[src/rtl/gpia_pkg.sv]
// Shared constants for the GPIA Wishbone port: output-byte modes, register map
// and the default synchronizer depth.
package gpia_pkg;

    localparam logic [1:0] GPIA_MODE_WRITE = 2'b00;
    localparam logic [1:0] GPIA_MODE_SET   = 2'b01;
    localparam logic [1:0] GPIA_MODE_CLR   = 2'b10;
    localparam logic [1:0] GPIA_MODE_TGL   = 2'b11;

    localparam logic [2:0] GPIA_A_OUT  = 3'd0;  // 0..3 alias the output byte, low bits pick the mode
    localparam logic [2:0] GPIA_A_IN   = 3'd4;
    localparam logic [2:0] GPIA_A_STAT = 3'd5;
    localparam logic [2:0] GPIA_A_MASK = 3'd6;
    localparam logic [2:0] GPIA_A_POL  = 3'd7;

    localparam int GPIA_SYNC_STAGES_DEF = 2;

    function automatic logic gpia_is_out(input logic [2:0] adr);
        return ~adr[2];
    endfunction

endpackage

[src/rtl/gpia_sync_edge.sv]
// Input-pin synchronizer with a previous-sample register and polarity-selected
// edge detection; edges are suppressed until the chain has filled after reset.
module gpia_sync_edge #(
    parameter int SYNC_STAGES = 2
) (
    input  logic       i_clk,
    input  logic       i_rst,
    input  logic [7:0] i_pins,
    input  logic [7:0] i_pol,
    output logic [7:0] o_sync,
    output logic [7:0] o_edge
);

    logic [SYNC_STAGES-1:0][7:0] r_sync;
    logic [7:0]                  r_prev;
    logic [2:0]                  r_cnt;
    logic                        r_armed;
    logic [7:0]                  w_s;
    logic [7:0]                  w_raw;

    assign w_s = r_sync[SYNC_STAGES-1];

    always_ff @(posedge i_clk or posedge i_rst) begin
        if (i_rst) begin
            r_sync  <= '0;
            r_prev  <= '0;
            r_cnt   <= '0;
            r_armed <= 1'b0;
        end else begin
            r_sync <= {r_sync[SYNC_STAGES-2:0], i_pins};
            r_prev <= w_s;
            // Arm once prev holds a real sample, so pins high through reset never count.
            if (!r_armed) begin
                if (r_cnt == 3'(SYNC_STAGES)) r_armed <= 1'b1;
                else                          r_cnt   <= r_cnt + 3'd1;
            end
        end
    end

    assign w_raw  = (i_pol & w_s & ~r_prev) | (~i_pol & ~w_s & r_prev);
    assign o_edge = r_armed ? w_raw : 8'h00;
    assign o_sync = w_s;

endmodule

[src/rtl/gpia_wb_port.sv]
// Wishbone classic slave for one GPIA output byte and one input byte with
// latched edge status and a maskable level interrupt.
module gpia_wb_port
    import gpia_pkg::*;
#(
    parameter int         SYNC_STAGES = GPIA_SYNC_STAGES_DEF,
    parameter logic [7:0] RESET_POL   = 8'hFF
) (
    input  logic       clk_i,
    input  logic       res_i,
    input  logic [2:0] adr_i,
    input  logic [7:0] dat_i,
    output logic [7:0] dat_o,
    input  logic       we_i,
    input  logic       cyc_i,
    input  logic       stb_i,
    output logic       ack_o,
    output logic [1:0] mode_o,
    output logic [7:0] d_o,
    output logic       gstb_o,
    input  logic [7:0] q_i,
    input  logic [7:0] port_i,
    output logic       irq_o
);

    logic [7:0] r_status;
    logic [7:0] r_mask;
    logic [7:0] r_pol;
    logic [7:0] w_sync;
    logic [7:0] w_edge;
    logic       w_req;
    logic       w_wr;
    logic [7:0] w_w1c;
    logic [7:0] w_rdata;

    gpia_sync_edge #(.SYNC_STAGES(SYNC_STAGES)) u_sync (
        .i_clk  (clk_i),
        .i_rst  (res_i),
        .i_pins (port_i),
        .i_pol  (r_pol),
        .o_sync (w_sync),
        .o_edge (w_edge)
    );

    // Gating on ack_o gives exactly one wait state and every-other-cycle acks.
    assign w_req = cyc_i & stb_i & ~ack_o;
    assign w_wr  = w_req & we_i;
    assign w_w1c = (w_wr && adr_i == GPIA_A_STAT) ? dat_i : 8'h00;

    always_comb begin
        w_rdata = q_i;
        case (adr_i)
            GPIA_A_IN:   w_rdata = w_sync;
            GPIA_A_STAT: w_rdata = r_status;
            GPIA_A_MASK: w_rdata = r_mask;
            GPIA_A_POL:  w_rdata = r_pol;
            default:     w_rdata = q_i;
        endcase
    end

    always_ff @(posedge clk_i or posedge res_i) begin
        if (res_i) begin
            ack_o    <= 1'b0;
            gstb_o   <= 1'b0;
            mode_o   <= GPIA_MODE_WRITE;
            d_o      <= 8'h00;
            dat_o    <= 8'h00;
            irq_o    <= 1'b0;
            r_status <= 8'h00;
            r_mask   <= 8'h00;
            r_pol    <= RESET_POL;
        end else begin
            ack_o  <= w_req;
            gstb_o <= w_wr & gpia_is_out(adr_i);
            dat_o  <= w_req ? w_rdata : 8'h00;
            if (w_wr && gpia_is_out(adr_i)) begin
                mode_o <= adr_i[1:0];
                d_o    <= dat_i;
            end
            if (w_wr && adr_i == GPIA_A_MASK) r_mask <= dat_i;
            if (w_wr && adr_i == GPIA_A_POL)  r_pol  <= dat_i;
            // A fresh edge overrides a simultaneous clear on the same bit.
            r_status <= (r_status & ~w_w1c) | w_edge;
            irq_o    <= |(r_status & r_mask);
        end
    end

endmodule

[config.mk]
export PLATFORM = sky130hd
export DESIGN_NAME = gpia_wb_port
export DESIGN_NICKNAME = d
export VERILOG_FILES = /design/src/rtl/gpia_pkg.sv /design/src/rtl/gpia_sync_edge.sv /design/src/rtl/gpia_wb_port.sv
export SDC_FILE = /design/constraint.sdc
export NUM_CORES = 1
export LEC_CHECK = 0
export CAP_MARGIN = 20
export CORE_ASPECT_RATIO = 1.5
export CORE_UTILIZATION = 40
export CTS_CLUSTER_SIZE = 14
export DETAILED_ROUTE_END_ITERATION = 10
export GPL_TIMING_DRIVEN = 0
export HOLD_SLACK_MARGIN = 0.06
export PLACE_DENSITY = 0.64
export REMOVE_ABC_BUFFERS = 1
export SKIP_LAST_GASP = 1
export SLEW_MARGIN = 10
export SYNTH_ARGS = -nofsm -noshare
export SYNTH_HDL_FRONTEND = slang
export SYNTH_SLANG_ARGS = --single-unit
export TNS_END_PERCENT = 1
[constraint.sdc]
create_clock -name clk_i -period 2.8 [get_ports clk_i]
set_input_delay 0.56 -clock clk_i [delete_from_list [all_inputs] [get_ports clk_i]]
set_output_delay 0.56 -clock clk_i [all_outputs]
set_load 0.05 [all_outputs]
; ---- Yosys cells after proc, flatten, opt, wreduce, memory -nomap -nowiden
; Cells that the tools add are included.
[totals]
register_bits = 73
word_cells = 52
latch_bits = 0
rom_bits = 0
mem_count = 0
ramBits = 0
[classes]
bitwise = 20
multipliers = 0
muxes = 6
reduce_logical = 6
addsub = 1
eq_ne = 5
shifts = 0
magnitude_cmp = 0
n_div = 0
[op_table]
columns = cell, count
row1 = bitwise AND 8 bit, 6
row2 = inverter 8 bit, 4
row3 = case mux 8 bit (4 select lines), 1
row4 = two-way mux 8 bit, 3
row5 = bitwise OR 8 bit, 2
row6 = equality test 3 bit (second input constant), 4
row7 = OR reduction 8 bit, 1
row8 = bitwise AND 1 bit, 4
row9 = logical AND 1 bit, 4
row10 = inverter 1 bit, 4
row11 = adder 3 x 1 -> 3 bit (second input constant), 1
row12 = equality test 3 x 2 -> 1 bit (second input constant), 1
row13 = two-way mux 1 bit, 2
row14 = AND reduction 2 bit, 1

; ---- Longest topological paths before layout
[logic_depth]
ltp_word = 8
depth_mapped = 5
depth_no_buf = 4

; ---- Modules after synthesis
; From an unflattened synthesis, not the netlist that was laid out.
[hier_totals]
cells_unflattened = 231
area_unflattened_um2 = 3004.1
[modules_own_cells]
columns = mod, instances, area_each_um2, cells_per_inst, seq_area_each_um2
row1 = gpia_wb_port, 1, 1979.4, 149, 1136.1
row2 = gpia_sync_edge, 1, 1024.7, 82, 700.7

; ---- Worst setup path before layout
; OpenSTA, ideal clock, no wires.
[synth_timing]
kind = flip-flop to flip-flop
start = reg ack_o
end = reg r_mask[0]
t_arrival_ns = 1.539
period_less_slack_ns = 1.664
n_path_buf = 0
path_stages_with_launch = 4
setup_ns = 0.125
path_slack_ns = 1.136
cell_sequence = dfrtp_1 > nand4b_4 > nor3_4 > mux2_2
[synth_via]
elab_chain_len = 4
[synth_lines]
columns = element, line
row1 = from (decl), gpia_wb_port.sv:17  ; output logic ack_o,
row2 = from (signal assigned), gpia_wb_port.sv:73  ; ack_o <= w_req;
row3 = inverter 1 bit, gpia_wb_port.sv:46  ; assign w_req = cyc_i & stb_i & ~ack_o;
row4 = bitwise AND 1 bit, gpia_wb_port.sv:46
row5 = bitwise AND 1 bit, gpia_wb_port.sv:47  ; assign w_wr = w_req & we_i;
row6 = logical AND 1 bit, gpia_wb_port.sv:80  ; if (w_wr && adr_i == GPIA_A_MASK) r_mask <= dat_i;
row7 = to (signal assigned), gpia_wb_port.sv:80
row8 = to (decl), gpia_wb_port.sv:27  ; logic [7:0] r_mask;
; No other way between the ends.
; A chain may end at the register's enable or synchronous reset.

; ---- Worst setup path after layout
[layout_timing]
start = in adr_i[2]
end = reg r_pol[3]
[layout_via]
elab_chain_len = 2
[layout_lines]
columns = element, line
row1 = from (decl), gpia_wb_port.sv:11  ; input logic [2:0] adr_i,
row2 = equality test 3 bit, gpia_wb_port.sv:81  ; if (w_wr && adr_i == GPIA_A_POL) r_pol <= dat_i;
row3 = logical AND 1 bit, gpia_wb_port.sv:81
row4 = to (signal assigned), gpia_wb_port.sv:81
row5 = to (decl), gpia_wb_port.sv:28  ; logic [7:0] r_pol;
; No other way between the ends.

==> flow_summary.ini <==
[clocking]
htree_levels = 3
cts_sinks = 73
cts_tree = yes
clk_latency_ns = 0.35
clock_path_buffers = 2
hold_buffers = 0
ctsResizeCount = 0
cts_root_buf = clkbuf_8
numCtsBuffers = 9
clk_pin_slew_ns = 0.07
post_cts_buffers = 0

[critical_path]
arrival_ns = 2.63
cp-start-kind = primary input
worstPathRequired_ns = 3.08
critical_path_class = in -> reg
startpoint = adr_i[2]
rr_worst_depth = 4
crit_path_end = r_pol[3]
r2r-end = mode_o[0]
cp-end-kind = flop
ff2ff_setup_slack_ns = 1.08
path_max_fanout = 19
r2r-start = ack_o

[synth]
synth_cells = 218
yosysWarnings = 0
synth.avg_cell_area_um2 = 13.8
yosysUniqueCellTypes = 36
yosysSeqAreaShare_pct = 60.9
ys_seq_elements = 73
synth_area_um2 = 3010

[routing]
routed_wl_um = 6270
via_per_inst = 5.18
route.detailed.drc = 0
antenna_left = 0
firstDrtPassIters = 4
vias = 1963
drtIter0Drc = 96
wl_per_cell_um = 16.5

[global_routing]
grt-ovfl-total = 0
grt_use_met1_pct = 23.9
grt_use_total_pct = 18.5
grt_pass1_wl_um = 10500
antenna_found_initial = 0
grtUsageMet3_pct = 3.63
met2_usage_pct = 29.2
grt_start_max_net_pins = 64
grt_pass1_vias = 2042
top_usage_layer = met2

[final_layout]
diodes = 0
post-route-util_pct = 53.1
mostFrequentLayoutCell = dfrtp_1
layout.nets = 308
layout_common_cells = dfrtp_1, clkdlybuf4s50_1, mux2_2, o22ai_1, nor2_1
area_growth_syn_to_layout_pct = 28.1
drive_above_1_share_pct = 24.4

[power_and_ir_drop]
p_clk_share_pct = 36.0
power_mw = 2.76
p_int_mw = 2.02
seqPwrFrac_pct = 45.2
p_leak_nw = 1.60
peakVddDrop_mv = 0.439
switching_share_pct = 27.1
switchingPower_mw = 0.748
power.density_nw_per_um2 = 716
combinationalPowerShare_pct = 18.8

[placement]
gp_congestion = 0.770
hpwl_um = 4230
io_buffer_count = 52

[flow_run]
cap_violations = 0

[sta]
finalClockSkew_ns = 0.00604
tightest_slew_ns = 0.887
setup_viol_count_final = 0
clock.fmax_mhz = 425
finalHoldViolCount = 0
min_period_ns = 2.35
drv_slew = 0
maxSlewHeadroom_pct = 40.7
rsz0062_at_grt = no
fin_crit_sh_pct = 84.0

[worst_hold_path]
hp-class = reg -> reg
worstHoldStart = u_sync.r_sync[1]

[die]
core-area_um2 = 7270
ioPinCount = 53
die-height_um = 108
initial_core_util_pct = 41.4
die_w_um = 72.9
die-area_um2 = 7890
fp-row-count = 38

[status]
status = finished, final reports clean
layer usage:
layer  share of wire (%)  wire (um)
met1                  42       2650
met2                  50       3160
met3                 6.0        373
met4                 1.4         86
met5                   0          0
layout make-up:
type,count,area (um2)
Fill cell,639,3410
Sequential cell,73,1840
Timing Repair Buffer,54,556
Multi-Input combinational cell,129,1070
Inverter,7,28.8
Clock inverter,6,105
Tap cell,100,125
Clock buffer,10,138
critical path, cell delays in order:
cell and delay, ns:
clkdlybuf4s50_1 1.05, nand3_4 0.28, nor2_4 0.36, mux2_2 0.38
registers in the layout (all words and copies together) (netlist names):
| name | count |
|---|---|
| u_sync.r_armed | 1 |
| u_sync.r_cnt | 3 |
| u_sync.o_sync | 8 |
| u_sync.r_prev | 8 |
| irq_o | 1 |
| gstb_o | 1 |
| r_pol | 8 |
| r_status | 8 |
| dat_o | 8 |
| mode_o | 2 |
| r_mask | 8 |
| ack_o | 1 |
| u_sync.r_sync | 8 |
| d_o | 8 |
how the worst min path moves through the flow:
stage	cells past startpoint	slack (ns)	endpoint
after floorplan	0	0.33	u_sync.o_sync[0]
after global placement	0	0.33	u_sync.o_sync[6]
after detailed placement	0	0.33	u_sync.o_sync[1]
after CTS	0	0.35	u_sync.o_sync[1]
after global routing	0	0.36	u_sync.o_sync[6]
final	0	0.35	u_sync.o_sync[1]
kinds of logic after synthesis:
family	Yosys count	synth area share, %
flip-flops	73	60.9
adder cells (fa/ha/maj)	2	0.830
buffers and inverters	16	3.45
multiplexers	37	13.7
AND/OR/NAND/NOR	50	10.5
AO/OA/AOI/OAI	38	10.0
XOR/XNOR	2	0.581
cell usage after synthesis (all sizes together):
library cell  number  area, um2
a2111oi            6       75.1
a211oi             1       7.51
a21oi              3       15.0
a22o               8       70.1
a22oi              4       30.0
a2bb2oi            2       17.5
and2b              1       7.51
and3b              1       8.76
and4b              1       10.0
buf                6       66.3
clkbuf             3       11.3
dfrtp             65       1630
dfstp              8        210
ha                 2       25.0
inv                7       26.3
mux2              34        383
mux2i              3       30.0
nand2              9       41.3
nand2b            11       76.3
nand3              9       57.6
nand3b             1       7.51
nand4              1       6.26
nand4b             1       23.8
nor2              14       60.1
nor3               1       16.3
o22ai             14       87.6
xnor2              2       17.5
power by group through the flow:
stage | Combinational [mW] | Sequential (mW) | Clock (mW)
floorplan | 0.169 | 1.41 | 0
global placement | 0.514 | 1.27 | 0
detailed placement | 0.526 | 1.27 | 0
CTS | 0.527 | 1.25 | 1.02
global route | 0.553 | 1.27 | 1.06
finish | 0.520 | 1.25 | 0.994
per-stage QoR:
step / hold WS (ns) / setup WS [ns] / instances / cell area (um2) / setup TNS (ns)
global placement: 0.335 / -0.822 / 361 / 3580 / -57.81
CTS: 0.352 / 0.427 / 379 / 3860 / 0
detailed placement: 0.335 / 0.0638 / 363 / 3620 / 0
finish: 0.351 / 0.449 / 379 / 3860 / 0
floorplan: 0.331 / 0.400 / 209 / 2940 / 0
global route: 0.361 / 0.302 / 379 / 3860 / 0
Power figures use the tool's default switching activity.
